## src/rtl/rr_grant_enc4.sv

```systemverilog
// Four-requester round-robin arbiter that feeds a 2-to-4 enable decoder.
// It grants one requester at a time and holds the grant until the owner
// asserts done, drops its request, or reaches the hold limit. Every grant
// is followed by at least one idle (en=0) guard cycle.
module rr_grant_enc4 #(
  parameter int MAX_HOLD = 15,
  parameter int CNT_W    = 4
) (
  input  logic       clock_i,
  input  logic       reset_i,
  input  logic [3:0] req_i,
  input  logic       done_i,
  output logic [1:0] w_o,
  output logic       en_o,
  output logic       timeout_o
);

  typedef enum logic {
    IDLE  = 1'b0,
    GRANT = 1'b1
  } state_t;

  // The hold limit is compared against a CNT_W-bit counter.
  localparam logic [CNT_W-1:0] HOLD_LAST = CNT_W'(MAX_HOLD - 1);

  state_t           state_q;
  logic [1:0]       last_q;
  logic [1:0]       w_q;
  logic             en_q;
  logic             timeout_q;
  logic [CNT_W-1:0] hold_q;

  logic [1:0] winner_d;
  logic       any_req;
  logic       owner_req;
  logic       at_limit;
  logic       grant_exit;
  logic [3:0] rot_req;

  // Rotate the request vector so bit gi holds requester (last+1+gi) mod 4;
  // bit 0 is then the highest-priority candidate.
  for (genvar gi = 0; gi < 4; gi++) begin : g_rot
    logic [1:0] src_idx;
    assign src_idx     = last_q + 2'(gi + 1);
    assign rot_req[gi] = req_i[src_idx];
  end

  // Pick the first set bit of the rotated vector and map it back to an index.
  always_comb begin
    winner_d = last_q;
    if (rot_req[0])      winner_d = last_q + 2'd1;
    else if (rot_req[1]) winner_d = last_q + 2'd2;
    else if (rot_req[2]) winner_d = last_q + 2'd3;
    else if (rot_req[3]) winner_d = last_q;
  end

  assign any_req    = |req_i;
  assign owner_req  = req_i[w_q];
  assign at_limit   = (hold_q == HOLD_LAST);
  assign grant_exit = done_i || !owner_req || at_limit;

  // Arbitration state machine with registered grant outputs.
  always_ff @(posedge clock_i) begin
    if (reset_i) begin
      state_q   <= IDLE;
      last_q    <= 2'd3;
      w_q       <= 2'd0;
      en_q      <= 1'b0;
      timeout_q <= 1'b0;
      hold_q    <= '0;
    end else begin
      timeout_q <= 1'b0;
      case (state_q)
        IDLE: begin
          // Done is meaningless without an owner; W keeps its last value.
          if (any_req) begin
            w_q     <= winner_d;
            en_q    <= 1'b1;
            hold_q  <= '0;
            state_q <= GRANT;
          end
        end
        GRANT: begin
          if (grant_exit) begin
            en_q      <= 1'b0;
            last_q    <= w_q;
            state_q   <= IDLE;
            // Only a pure hold-limit expiry counts as a timeout.
            timeout_q <= at_limit && !done_i && owner_req;
          end else begin
            hold_q <= hold_q + 1'b1;
          end
        end
        default: begin
          state_q <= IDLE;
          en_q    <= 1'b0;
        end
      endcase
    end
  end

  assign w_o       = w_q;
  assign en_o      = en_q;
  assign timeout_o = timeout_q;

endmodule
```

## config.mk

```make
export PLATFORM = sky130hd
export DESIGN_NAME = rr_grant_enc4
export DESIGN_NICKNAME = d
export VERILOG_FILES = /design/src/rtl/rr_grant_enc4.sv
export SDC_FILE = /design/constraint.sdc
export NUM_CORES = 1
export LEC_CHECK = 0
export ABC_AREA = 1
export CAP_MARGIN = 20
export CORE_MARGIN = 4
export CORE_UTILIZATION = 40
export DETAILED_ROUTE_END_ITERATION = 8
export SYNTH_ARGS = -nofsm -noshare
export SYNTH_HDL_FRONTEND = slang
export SYNTH_SLANG_ARGS = --single-unit
```

## constraint.sdc

```tcl
create_clock -name clock_i -period 1.21 [get_ports clock_i]
set_clock_uncertainty 0.1 [all_clocks]
set_input_delay 0.242 -clock clock_i [delete_from_list [all_inputs] [get_ports clock_i]]
set_output_delay 0.242 -clock clock_i [all_outputs]
set_load 0.02 [all_outputs]
```

==> results of run 1 <==
## cells by family (layout without fill, tap and decap cells)
kind of cell	count (synthesis)	count (layout)	synth area share, %
flip-flops	11	11	31.04
XOR/XNOR	2	2	2.470
AO/OA/AOI/OAI	16	16	13.40
adder cells (fa/ha/maj)	2	2	3.527
AND/OR/NAND/NOR	57	57	38.27
buffers and inverters	19	53	11.29
## sequential cells by signal, indices dropped and copies added (netlist names)
register,cells
last_q,2
timeout_o,1
en_o,1
w_o,2
state_q,1
hold_q,4
## cell usage after synthesis
cell and instances:
nand2_1 31, nand2_2 7, inv_2 8, dfxtp_1 11, xor2_1 1, xnor2_1 1, o211ai_1 3, nand3_1 11
a21oi_1 6, nand4_4 1, clkinv_2 1, o21ai_2 1, buf_6 1, inv_1 9, o21ai_1 2, a21oi_2 1
ha_1 2, o21ai_0 3, nand3_2 1, nor4_1 1, nor2_1 5
## final cells by class
| type | count | area (sq um) |
|---|---|---|
| Inverter | 18 | 75.07 |
| Clock buffer | 4 | 26.28 |
| Multi-Input combinational cell | 77 | 521.8 |
| Fill cell | 151 | 461.7 |
| Tap cell | 24 | 30.03 |
| Timing Repair Buffer | 31 | 246.5 |
| Sequential cell | 11 | 232.7 |
## worst paths after layout
| kind | from | end | slack, ps | depth (start not counted) |
|---|---|---|---|---|
| setup reg to reg | last_q[0] | w_o[0] | -80 | 10 |
| setup / recovery | last_q[0] | w_o[0] | -80 | 10 |
| hold reg to reg | en_o | en_o | 400 | 2 |
| hold / removal | en_o | en_o | 400 | 2 |
## repair_timing
item	in CTS	in global routing
buffers inserted	4	0
cloned	1	0
gates resized for setup	40	19
pin swaps	12	15
endpoints found under the setup margin	15	12
## power by group
group          switching [mW]  internal (mW)  total [mW]
Clock                   0.110          0.127       0.237
Sequential             0.0395          0.400       0.439
Combinational           0.305          0.247       0.552
## metrics by stage
stage          setup TNS, ps  setup WS [ps]
3_3_place_gp           -4295         -450.1
3_5_place_dp           -4511         -472.8
2_1_floorplan         -2.657         -2.657
5_1_grt               -823.3         -153.7
6_report              -231.7         -75.45
4_1_cts               -192.0         -62.90
## layout by cell type (no fill, tap or decap), drive strengths merged
cell,instances
a21oi,7
buf,24
clkbuf,4
clkdlybuf4s15,1
clkdlybuf4s50,2
clkinv,1
dfxtp,11
dlygate4sd2,4
ha,2
inv,17
nand2,38
nand3,12
nand4,1
nor2,5
nor4,1
o211ai,3
o21ai,6
xnor2,1
xor2,1
## worst min-delay path, stage by stage, from the launching register on
cell	delay (ps)
dfxtp_1	340
a21oi_2	60
nor2_1	70
## metal layers
metal  share of wire (%)  routed length [microns]  vias up
met5                   0                        0        -
met3                 7.0                      137        2
met1                  47                      913      355
li1                    -                        -      413
met4                0.31                        6        0
met2                  46                      889       25
==> impl_results.md, run 1 <==
* Global routing's busiest layer: met2
* Total instance count after detailed placement at ~160
* Average cell area after synthesis at between 6 and 7 sq um
* Clock tree from TritonCTS: yes
* Post-CTS Hold Fix Bufs at 0
* Standby leakage power at 0.5399 nW
* First-pass GRT wire length at 3263 microns
* Top post-synthesis cells by area: dfxtp_1 31%, nand2_1 16%, nand3_1 7.8%, nand2_2 6.2%, inv_1 4.8%
* Power density over the cells at 1084 nW/um^2
* Detail-routed via count per cell at between 4 and 5
* Final Util at 71.04%
* Final Total Pwr at roughly 1.2 mW
* Max transition margin at 86.78%
* Transition time at the pin with the least slew margin at 196.3 ps
* Y dimension of the die at between 50 and 60 microns
* Post-route minimum period at 1285 ps
* Max Cap Violations at 0
* Start-to-end type of the worst setup path: reg -> reg
* Crit path top cell by count: nand2_2
* Highest-delay cell along the critical path: dfxtp_4
* Post-synthesis cell type with the largest combined area: dfxtp_1
* First-pass detailed-route iteration total at 4
* Total non-filler cell area in the finished layout at around 1100 sq um
* Fraction of the cycle the final worst path needs at 106.2%
* Sequential area share after synthesis at a little under a third
* Crit-path max cell delay at about 380 ps
* Crit end category: register
* Layout cells sized above 1 at around 57%
* Slew Limit Fails at 0
* CP required at 1260 ps
* Port Buffers at 10
* Global routing met2 resource utilization at between 20% and 30%
* Via Count at between 700 and 800
* Final antenna-violating net count at 0
* HPWL reported at the end of detailed placement at ~1300 microns
* Number of instances in the synthesized netlist at around 110
* Worst hold-check slack at ~400 ps
* Number of global-route vias before repair at 740
* Maximum net fanout on the critical path at 5
* Io pins at 11
* Met3 GRT Util at 6.024%
* Area growth from synthesis to final layout at 59.61%
* Worst skew pair latency at ~260 ps
* Starting DRT DRC Count at 17
* Cell area reported after detailed placement at 962.2 sq um
* Syn_nets at roughly 120
* Wirelength per Cell at about 12 microns
* Number of remaining DRC errors at 0
* Violations in the final reports: setup timing
* Global-route total usage across every layer at approximately 17%
* Setup repair after global routing missed its margin: yes
* Post-layout nets at between 150 and 200
* Initial antenna violation count at 0
* Clk root buf: clkbuf_4
* Mapped cell area at around 710 sq um
* Critical path, cell by cell: buf_6 > nand2_2 > nand2_4 > nand2_2 > nand2_1 > nand2_2 > nand2_2 > nand2_2 > nand2_2 > a21oi_2
* Starting utilization of the core area at roughly 45%
* Largest net degree at the start of global routing at 7
* Die W at roughly 50 microns
* Critical path data arrival time at 1340 ps
* CTS Sinks at 11
* Fraction of met1 tracks used by global routing at around 24%
* Antenna cell count at 0
* Post-synthesis register bit count at 11
* Post-synth top area share at between 30 and 40%
* Number of failing hold endpoints at the final stage at 0
* Critical path's top delay family: simple AND/OR/NAND/NOR gates
* Maximum number of buffers from clock root to sink at 2
* Achievable frequency at between 700 and 800 MHz
* Core footprint at about 1600 sq um
* Grt ovf at 0
* Final instance count without filler cells at roughly 170
* Register clock-pin slew on the reported worst setup and hold paths at 60 ps
* Buf+Inv Stages, Crit Path at 1
* Final WL at ~2000 microns
* Type of the most critical hold path: reg -> reg
* Critical Path Source Type: register
* Maximum VDD drop at 0.9573 mV
* Final-report setup violation count at 7
* Placer's final routability congestion estimate at 0.8126
* Level count of the clock H-tree at 1
* Die Area at between 2000 and 3000 sq um
* Row count at 14
* CTS Buf Count at 3
* Setup slack of the critical path after layout at -75.45 ps
* Yosys warnings at 0
* Number of different library cells in the post-synthesis netlist at 21
* Outcome: finished, violations left
(Power assumes the default switching activity.)
==> run 2: changes to the inputs <==
Settings changed: RECOVER_POWER set to 100.
==> run 2 against run 1 <==
  * The run still ends with setup timing left
  * Critical path type unchanged
  * Maximum frequency barely moved
  * Utilization unchanged
  * Sequential cell count is the same
  * Highest routed layer unchanged
  * Clock power hardly changed
  * Via count up 0.38%
  * First-iteration DRC count unchanged
  * Total power barely moved
  * Non-clock buffer count unchanged
  * Largest power group unchanged
  * Cell count unchanged
  * Cell area is the same
  * Wire length up 0.51%
==> impl_results.md, run 2 (synthesized netlist as in run 1, its figures left out) <==
* Final Total Pwr at 1.229 mW (about the same)
* First-pass GRT wire length at 3263 microns (unchanged)
* Row count at 14 (unchanged)
* Area growth from synthesis to final layout at 59.61% (unchanged)
* Highest-delay cell along the critical path: dfxtp_4
* Number of failing hold endpoints at the final stage at 0 (unchanged)
* Setup TNS after final layout at -236.0 ps (-4.352 ps)
* Maximum number of buffers from clock root to sink at 2 (unchanged)
* Die Area at 2512 sq um (unchanged)
* Starting DRT DRC Count at 17 (unchanged)
* Achievable frequency at 777.6 MHz (about the same)
* Io pins at 11 (unchanged)
* Via Count at 798 (+0.38%)
* Clk root buf: clkbuf_4
* Critical path, cell by cell: buf_6 > nand2_2 > nand2_4 > nand2_2 > nand2_1 > nand2_2 > nand2_2 > nand2_2 > nand2_2 > a21oi_2
* Wirelength per Cell at 11.86 microns (+0.51%)
* Register clock-pin slew on the reported worst setup and hold paths at 60 ps (about the same)
* Maximum VDD drop at 0.9569 mV (about the same)
* Number of global-route vias before repair at 740 (unchanged)
* Standby leakage power at 0.5390 nW (-0.17%)
* Max Cap Violations at 0 (unchanged)
* Critical path's top delay family: simple AND/OR/NAND/NOR gates
* Grt ovf at 0 (unchanged)
* Power density over the cells at 1085 nW/um^2 (about the same)
* Setup repair after global routing missed its margin: yes
* Worst hold-check slack at 405.6 ps (+3.857 ps)
* Initial antenna violation count at 0 (unchanged)
* Total instance count after detailed placement at 156 (unchanged)
* Number of remaining DRC errors at 0 (unchanged)
* Max FFs per register at 4 (unchanged)
* Fraction of the cycle the final worst path needs at 106.3% (about the same)
* Max transition margin at 86.66% (-0.11 points)
* CTS Buf Count at 3 (unchanged)
* Crit path top cell by count: nand2_2
* Level count of the clock H-tree at 1 (unchanged)
* CTS Sinks at 11 (unchanged)
* Crit end category: register
* Critical Path Source Type: register
* Final antenna-violating net count at 0 (unchanged)
* Setup slack of the critical path after layout at -76.02 ps (-0.5644 ps)
* Slew Limit Fails at 0 (unchanged)
* Violations in the final reports: setup timing
* Worst slack at placement at -472.8 ps (unchanged)
* Final-report setup violation count at 7 (unchanged)
* Crit-path max cell delay at 380 ps (about the same)
* First-pass detailed-route iteration total at 4 (unchanged)
* CP required at 1260 ps (about the same)
* Biggest register: hold_q
* Buf+Inv Stages, Crit Path at 1 (unchanged)
* Largest net degree at the start of global routing at 7 (unchanged)
* Leading cell types in the layout, fill and taps excluded: 19 x buf_4, 18 x nand2_1, 17 x nand2_2, 10 x inv_2, 7 x nand3_1
* Transition time at the pin with the least slew margin at 197.9 ps (+1.686 ps)
* Die W at 50.12 microns (unchanged)
* Start-to-end type of the worst setup path: reg -> reg
* Final WL at 1957 microns (+0.51%)
* Clock tree from TritonCTS: yes
* Post-route minimum period at 1286 ps (+0.5644 ps)
* Core footprint at 1594 sq um (unchanged)
* Layout cells sized above 1 at 57.45% (unchanged)
* Worst skew pair latency at 260 ps (about the same)
* Port Buffers at 10 (unchanged)
* Critical path data arrival time at 1340 ps (about the same)
* Starting utilization of the core area at 44.51% (unchanged)
* Maximum net fanout on the critical path at 5 (unchanged)
* Global-route total usage across every layer at 16.82% (unchanged)
* Final instance count without filler cells at 165 (unchanged)
* Y dimension of the die at 50.12 microns (unchanged)
* HPWL reported at the end of detailed placement at 1322 microns (unchanged)
* Placer's final routability congestion estimate at 0.8126 (unchanged)
* Outcome: finished, violations left
* Detail-routed via count per cell at 4.836 (+0.38%)
* Post-layout nets at 151 (unchanged)
* Type of the most critical hold path: reg -> reg
* Leading cell type in the layout, fill and taps excluded: buf_4
* Antenna cell count at 0 (unchanged)
## run 2: path summary, 6_finish.rpt
check,from,to,slack [ps],cells after the start
hold reg to reg,en_o,en_o,410,2
setup / recovery,last_q[0],w_o[0],-80,10
setup reg to reg,last_q[0],w_o[0],-80,10
hold / removal,en_o,en_o,410,2
## run 2: stage by stage
step           cell area, sq um  util [%]
2_1_floorplan             723.2         -
4_1_cts                    1079     67.66
3_5_place_dp              962.2     60.36
3_3_place_gp              962.2     60.36
6_report                   1132     71.04
5_1_grt                    1132     71.04
## run 2: power breakdown
part / switching, mW / total [mW] / internal [mW]
Combinational: 0.305 / 0.552 / 0.246
Sequential: 0.0401 / 0.440 / 0.400
Clock: 0.110 / 0.237 / 0.127
Total: 0.455 / 1.23 / 0.773
## run 2: worst register-to-register path: stages (launching register included)
cell and delay, ps:
dfxtp_4 380, buf_6 130, nand2_2 60, nand2_4 70, nand2_2 60, nand2_1 90, nand2_2 70, nand2_2 60
nand2_2 40, nand2_2 60, a21oi_2 40
## run 2: timing repair
| action | 4_1_cts | 5_1_grt |
|---|---|---|
| pin swaps | 12 | 15 |
| hold endpoints to repair | 0 | 0 |
| setup buffers | 4 | 0 |
| cloned | 1 | 0 |
| setup endpoints to repair | 15 | 12 |
| hold buffers | 0 | 0 |
| gates resized for setup | 40 | 19 |
## run 2: area by class of cell
class	count	area [sq um]
tap	24	30.03
clock buffer	4	26.28
inverter	18	75.07
multi-input combinational	77	521.8
sequential	11	232.7
timing repair buffer	31	246.5
fill	151	461.7
## run 2: routing by layer
layer,GRT usage (%),share of wire [%]
met3,6.024,7.5
met1,24.01,46
met2,24.35,46
met4,2.765,0.31
met5,0,0
==> run 3: changes to the inputs <==
Settings changed: SLEW_MARGIN set to 40.
==> results of run 3 <==
Same layout as run 2: the final DEF is identical, and so are final timing and power.
